===== config.mk =====
export PLATFORM = sky130hd
export DESIGN_NAME = prog_mem_loader
export DESIGN_NICKNAME = d
export VERILOG_FILES = /design/src/rtl/prog_mem_loader.sv
export SDC_FILE = /design/constraint.sdc
export NUM_CORES = 2
export LEC_CHECK = 0
export CAP_MARGIN = 10
export CORE_ASPECT_RATIO = 1.75
export CORE_MARGIN = 1.5
export CORE_UTILIZATION = 40
export CTS_CLUSTER_SIZE = 40
export DETAILED_ROUTE_END_ITERATION = 10
export SETUP_SLACK_MARGIN = 0.1
export SLEW_MARGIN = 10
export SYNTH_ARGS = -nofsm -noshare
export SYNTH_HDL_FRONTEND = slang
export SYNTH_SLANG_ARGS = --single-unit

===== constraint.sdc =====
create_clock -name clk -period 10.6 [get_ports clk]
set_input_delay 1.59 -clock clk [delete_from_list [all_inputs] [get_ports clk]]
set_output_delay 1.59 -clock clk [all_outputs]
set_load 0.01 [all_outputs]

===== src/rtl/prog_mem_loader.sv =====
// prog_mem_loader: program memory and instruction-side responder for the 8-bit core.
// It takes a program over a byte-stream valid/ready port, pads the unwritten tail
// with the FILL opcode, and keeps the core in reset (cpu_clb low) until the image
// is complete. In RUN it returns mem[pc] combinationally. Outside RUN it returns FILL.
module prog_mem_loader #(
  parameter int         DEPTH = 256,   // program bytes; must not exceed 256 (pc is 8 bits)
  parameter logic [7:0] FILL  = 8'h00  // pad opcode, also driven outside RUN
) (
  input  logic       clk,
  input  logic       clb,
  input  logic       load_start,
  input  logic       load_valid,
  input  logic [7:0] load_data,
  input  logic       load_last,
  output logic       load_ready,
  input  logic [7:0] pc,
  output logic [7:0] instruction,
  output logic       cpu_clb,
  output logic       busy,
  output logic [8:0] prog_len
);

  localparam int            AW        = (DEPTH > 1) ? $clog2(DEPTH) : 1;
  localparam logic [AW-1:0] LAST_ADDR = AW'(DEPTH - 1);
  localparam logic [AW-1:0] ZERO_ADDR = AW'(0);
  localparam logic [AW-1:0] ONE_ADDR  = AW'(1);

  localparam logic [1:0] ST_IDLE = 2'd0;
  localparam logic [1:0] ST_LOAD = 2'd1;
  localparam logic [1:0] ST_PAD  = 2'd2;
  localparam logic [1:0] ST_RUN  = 2'd3;

  logic [1:0]    r_state;
  logic [AW-1:0] r_wptr;
  logic [8:0]    r_prog_len;
  logic          r_cpu_clb;
  logic [7:0]    r_mem [DEPTH];

  logic [1:0]    w_state_nxt;
  logic [AW-1:0] w_wptr_nxt;
  logic [8:0]    w_len_nxt;
  logic          w_mem_we;
  logic [7:0]    w_mem_wdata;
  logic [AW-1:0] w_rd_addr;

  // Only the low address bits select a byte; with DEPTH=256 this is all of pc.
  assign w_rd_addr = pc[AW-1:0];

  // Next-state, write-pointer, length and memory-write decode.
  always_comb begin
    w_state_nxt = r_state;
    w_wptr_nxt  = r_wptr;
    w_len_nxt   = r_prog_len;
    w_mem_we    = 1'b0;
    w_mem_wdata = FILL;
    case (r_state)
      ST_IDLE, ST_RUN: begin
        if (load_start) begin
          w_state_nxt = ST_LOAD;
          w_wptr_nxt  = ZERO_ADDR;
          w_len_nxt   = 9'd0;
        end else begin
          w_state_nxt = r_state;
        end
      end
      ST_LOAD: begin
        // load_ready is 1 throughout LOAD, so load_valid alone is a handshake.
        if (load_valid) begin
          w_mem_we    = 1'b1;
          w_mem_wdata = load_data;
          w_len_nxt   = r_prog_len + 9'd1;
          if (r_wptr == LAST_ADDR) begin
            // Image full (with or without load_last): nothing left to pad.
            w_state_nxt = ST_RUN;
          end else if (load_last) begin
            w_wptr_nxt  = r_wptr + ONE_ADDR;
            w_state_nxt = ST_PAD;
          end else begin
            w_wptr_nxt  = r_wptr + ONE_ADDR;
            w_state_nxt = ST_LOAD;
          end
        end else begin
          w_state_nxt = ST_LOAD;
        end
      end
      ST_PAD: begin
        w_mem_we    = 1'b1;
        w_mem_wdata = FILL;
        if (r_wptr == LAST_ADDR) begin
          w_state_nxt = ST_RUN;
        end else begin
          w_wptr_nxt  = r_wptr + ONE_ADDR;
          w_state_nxt = ST_PAD;
        end
      end
      default: begin
        w_state_nxt = ST_IDLE;
      end
    endcase
  end

  // Control state; cpu_clb is registered so it rises on the edge that enters RUN.
  always_ff @(posedge clk or negedge clb) begin
    if (!clb) begin
      r_state    <= ST_IDLE;
      r_wptr     <= ZERO_ADDR;
      r_prog_len <= 9'd0;
      r_cpu_clb  <= 1'b0;
    end else begin
      r_state    <= w_state_nxt;
      r_wptr     <= w_wptr_nxt;
      r_prog_len <= w_len_nxt;
      r_cpu_clb  <= (w_state_nxt == ST_RUN);
    end
  end

  // Program storage. It is deliberately not reset, so a reset keeps the old image.
  always_ff @(posedge clk) begin
    if (w_mem_we) begin
      r_mem[r_wptr] <= w_mem_wdata;
    end
  end

  // Zero-latency fetch in RUN, so the core's IR captures on the same edge pc is valid.
  always_comb begin
    if (r_state == ST_RUN) begin
      instruction = r_mem[w_rd_addr];
    end else begin
      instruction = FILL;
    end
  end

  assign load_ready = (r_state == ST_LOAD);
  assign busy       = (r_state == ST_LOAD) || (r_state == ST_PAD);
  assign cpu_clb    = r_cpu_clb;
  assign prog_len   = r_prog_len;

endmodule


==> metrics.txt <==
Synth Flop Type sky130_fd_sc_hd__edfxtp_1; clock-pin transition on the worst setup and hold timing paths ~70 ps; Worst Reg2Reg Path Length in Cells 7; number of antenna violations at the first check in global routing 4; combinational power share 8.8%; pin count of the biggest net entering global routing 185; count of hold buffers inserted by post-cts repair 0; hold path cells 2; design area 89800 um2; clock tree buffer depth 4; part of the total power dissipated in the clock network a little under two fifths; Clock Latency Late Sink ~840 ps; number of CTS-inserted buffers about 180; fraction of final layout cells sized beyond drive strength 1 16.9%; met1 demand-to-capacity share in global routing about a quarter; power per standard cell area roughly 190 nW/um2; first drt pass iteration count 8; delay-heaviest family, CP buffers and inverters; Internal Pwr Total ~13 mW; critical path required time 9010 ps; largest fanout of any net on the critical path 27; shortest period the worst path allows 8230 ps; final count of negative-setup-slack endpoints 0; most area-consuming cells after synthesis sky130_fd_sc_hd__edfxtp_1 (76%), sky130_fd_sc_hd__mux4_2 (9.8%), sky130_fd_sc_hd__mux2i_1 (3.8%); hold_ws 570 ps; upper clock frequency limit roughly 120 MHz; cell chain of the critical path buf_2 -> clkinv_2 -> nor2_4 -> buf_4 -> a22oi_1 -> a31oi_1 -> nand4_1 -> o22ai_1 -> clkdlybuf4s50_1; number of max-slew violations in the final report 0; proportion of netlist area held by the largest area contributor 75.8%; total overflow reported by the global router 0; area enclosed by the die boundary around 210000 um2; number of flops mapped to enable cells by yosys between 2000 and 2500; total number of placement rows around 220; met2 capacity usage during global routing 40.1%; Worst Max-Slew Pin Slew 1340 ps; RSZ-0062 raised after global routing no; dominant cell type by area after synthesis sky130_fd_sc_hd__edfxtp_1; proportion of total power due to net switching 24.1%; maximum vdd ir drop 0.000138 V; path type of the worst setup path input port to output port; headroom to the max-slew limit 10.5%; final core area utilization 44.6%; area inside the core boundary 202000 um2; fin nets between 4000 and 5000; Static Leak 28.3 nW; overall fraction of global-route tracks in use 22.0%; post-CTS setup buffers 0; classification of the worst-slack hold path flip-flop to flip-flop; io pins roughly 40; vertical die dimension 599 um; Post-DRT Antenna Nets 0; Clock Skews 48.2 ps; kind of start point of the critical path input port; wire length of the first global-routing pass 318000 um; CTS sink cnt around 2100; arrival time of data at the critical path endpoint 6640 ps; Routability Congestion 0.887; Total Negative Setup Slacks 0 ps; Tcrit/Tclk final 77.6%; area growth from synthesis to final layout 10.7%; crit path buf inv count 4; count of cell instances traversed by the critical path 9; Routed Wire Length 228000 um; crit path max-delay cell type sky130_fd_sc_hd__nor2_4; cell area after synthesis 81200 um2; number of global-route vias before repair 42000; detailed-route via count 40900; Yosys warning total 0; Clock Tree Root sky130_fd_sc_hd__clkbuf_16; max-cap violation count 0; filler cell count 16800; post-synthesis async set-or-reset flop share 0.967%; flip-flop and latch count after synthesis 2068; width of the chip approximately 340 um; Syn Inst Count 4109; slowest stage delay, CP 840 ps; Critical Path End Type output port; starting utilization of the core area between 40% and 50%; result of the run finished clean; routed via count divided by cell count 5.89; Fin. Hold Viols 0; proportion of synthesized chip area in sequential cells 76.4%; Resized Gates After CTS 0; syn_nets 4138; Remaining DRCs 0; power after layout 17.5 mW; I/O Buffers 40; cell area reported after detailed placement 84100 um2; half-perimeter wire length after detailed placement 144000 um; Post-Syn Area per Cell 19.8 um2; clock tree from TritonCTS built; most utilized layer in the global route result met2; average wire per standard cell between 30 and 40 um; synth unique cells 66; maximum level of the CTS H-tree 4; power spent charging and discharging nets approximately 4.2 mW; initial detailed-routing violation count a little over 4000; sequential power share 53.5%; Global Route met3 Usage between 2 and 3%
==> layout by cell type (no fill, tap or decap), drive strengths merged, types with 5 or more instances in the layout <==
cell	count
a2111oi	11
a211oi	39
a21oi	73
a22o	6
a22oi	51
a31oi	11
and2	5
and3	15
buf	77
bufinv	16
clkbuf	206
clkdlybuf4s50	36
clkinv	85
clkinvlp	11
dfrtp	20
edfxtp	2048
ha	8
inv	17
mux2i	310
mux4	365
nand2	133
nand3	40
nand4	17
nor2	316
nor2b	8
nor3	52
nor3b	5
nor4	22
o21ai	57
o221ai	80
o22ai	86
o31ai	6
or3	12
xor2	8
==> power groups by stage <==
stage	sequential (mW)	combinational, mW	clock, mW
after global routing	9.38	1.60	6.91
after detailed placement	9.55	1.54	0
final	9.38	1.54	6.60
after global placement	9.55	1.51	0
after floorplan	9.64	0.790	0
after CTS	9.37	1.55	6.66
==> state kept, by name, summed over array words and instances (netlist names) <==
name / cells
cpu_clb: 1
prog_len: 9
r_mem: 2048
r_wptr: 8
r_state: 2
==> metrics by stage <==
| stage | std cells | setup WS [ps] |
|---|---|---|
| after floorplan | 4109 | 4600 |
| after global placement | 6615 | 2520 |
| after detailed placement | 6615 | 2450 |
| after CTS | 6938 | 2450 |
| after global routing | 6939 | 2490 |
| final | 6941 | 2370 |
==> final timing paths <==
path                                  start              to  slack, ps
min in group asynchronous               clb         cpu_clb       1300
worst min-delay path            prog_len[8]     prog_len[8]        570
worst max register to register   r_state[1]    r_mem[20][7]       6130
worst min register to register  prog_len[8]     prog_len[8]        570
max in group asynchronous               clb       r_wptr[5]       8700
worst max-delay path                  pc[2]  instruction[5]       2370
==> routing by layer <==
| layer | share of wire, % | vias up |
|---|---|---|
| met5 | 0.0048 | - |
| met4 | 6.4 | 2 |
| met3 | 5.4 | 463 |
| met2 | 54 | 1637 |
| met1 | 34 | 21800 |
| li1 | - | 17000 |
==> layout make-up <==
cell class | instances | area (um2) | area share, %
diodes | 3 | 7.51 | 0.00836
repair buffers | 113 | 1140 | 1.27
flip-flops and latches | 2068 | 62000 | 69.0
multi-input cells | 1782 | 17600 | 19.6
clock inverters | 117 | 991 | 1.10
inverters | 12 | 47.5 | 0.0529
clock buffers | 206 | 4750 | 5.29
well taps | 2640 | 3300 | 3.68
==> kinds of logic (layout without fill, tap and decap cells) <==
kind of cell	after synthesis	count (layout)	share of synthesized area (%)
other cells	0	3	0
fa+ha+maj	8	8	0.123
xor+xnor	10	10	0.108
buf+inv	259	448	2.09
mux	679	679	14.1
compound gates	440	440	3.75
flops	2068	2068	76.4
simple gates	645	645	3.50
==> synth_stat cells (10+ instances only) <==
library cell,n
sky130_fd_sc_hd__edfxtp_1,2048
sky130_fd_sc_hd__mux4_2,353
sky130_fd_sc_hd__nor2_1,316
sky130_fd_sc_hd__mux2i_1,310
sky130_fd_sc_hd__nand2_1,133
sky130_fd_sc_hd__clkbuf_1,101
sky130_fd_sc_hd__o22ai_1,86
sky130_fd_sc_hd__o221ai_1,76
sky130_fd_sc_hd__a21oi_1,73
sky130_fd_sc_hd__buf_2,66
sky130_fd_sc_hd__o21ai_0,55
sky130_fd_sc_hd__nor3_1,52
sky130_fd_sc_hd__a22oi_1,51
sky130_fd_sc_hd__nand3_1,40
sky130_fd_sc_hd__a211oi_1,39
sky130_fd_sc_hd__buf_6,31
sky130_fd_sc_hd__nor4_1,22
sky130_fd_sc_hd__dfrtp_1,20
sky130_fd_sc_hd__nand4_1,17
sky130_fd_sc_hd__and3_1,15
sky130_fd_sc_hd__buf_12,13
sky130_fd_sc_hd__buf_4,13
sky130_fd_sc_hd__buf_8,13
sky130_fd_sc_hd__inv_1,12
sky130_fd_sc_hd__mux4_1,12
sky130_fd_sc_hd__or3_1,12
sky130_fd_sc_hd__a31oi_1,11
sky130_fd_sc_hd__buf_1,10
==> worst reg2reg max path: stages, from the launching register on <==
cell                      delay, ps
sky130_fd_sc_hd__dfrtp_1        400
sky130_fd_sc_hd__inv_1           80
sky130_fd_sc_hd__ha_1           570
sky130_fd_sc_hd__a21o_1         210
sky130_fd_sc_hd__nand2_1        110
sky130_fd_sc_hd__nor3_1         730
sky130_fd_sc_hd__nand2_1        830
sky130_fd_sc_hd__nor2_1        1150
Note: power is estimated with default switching activity, not from simulation.
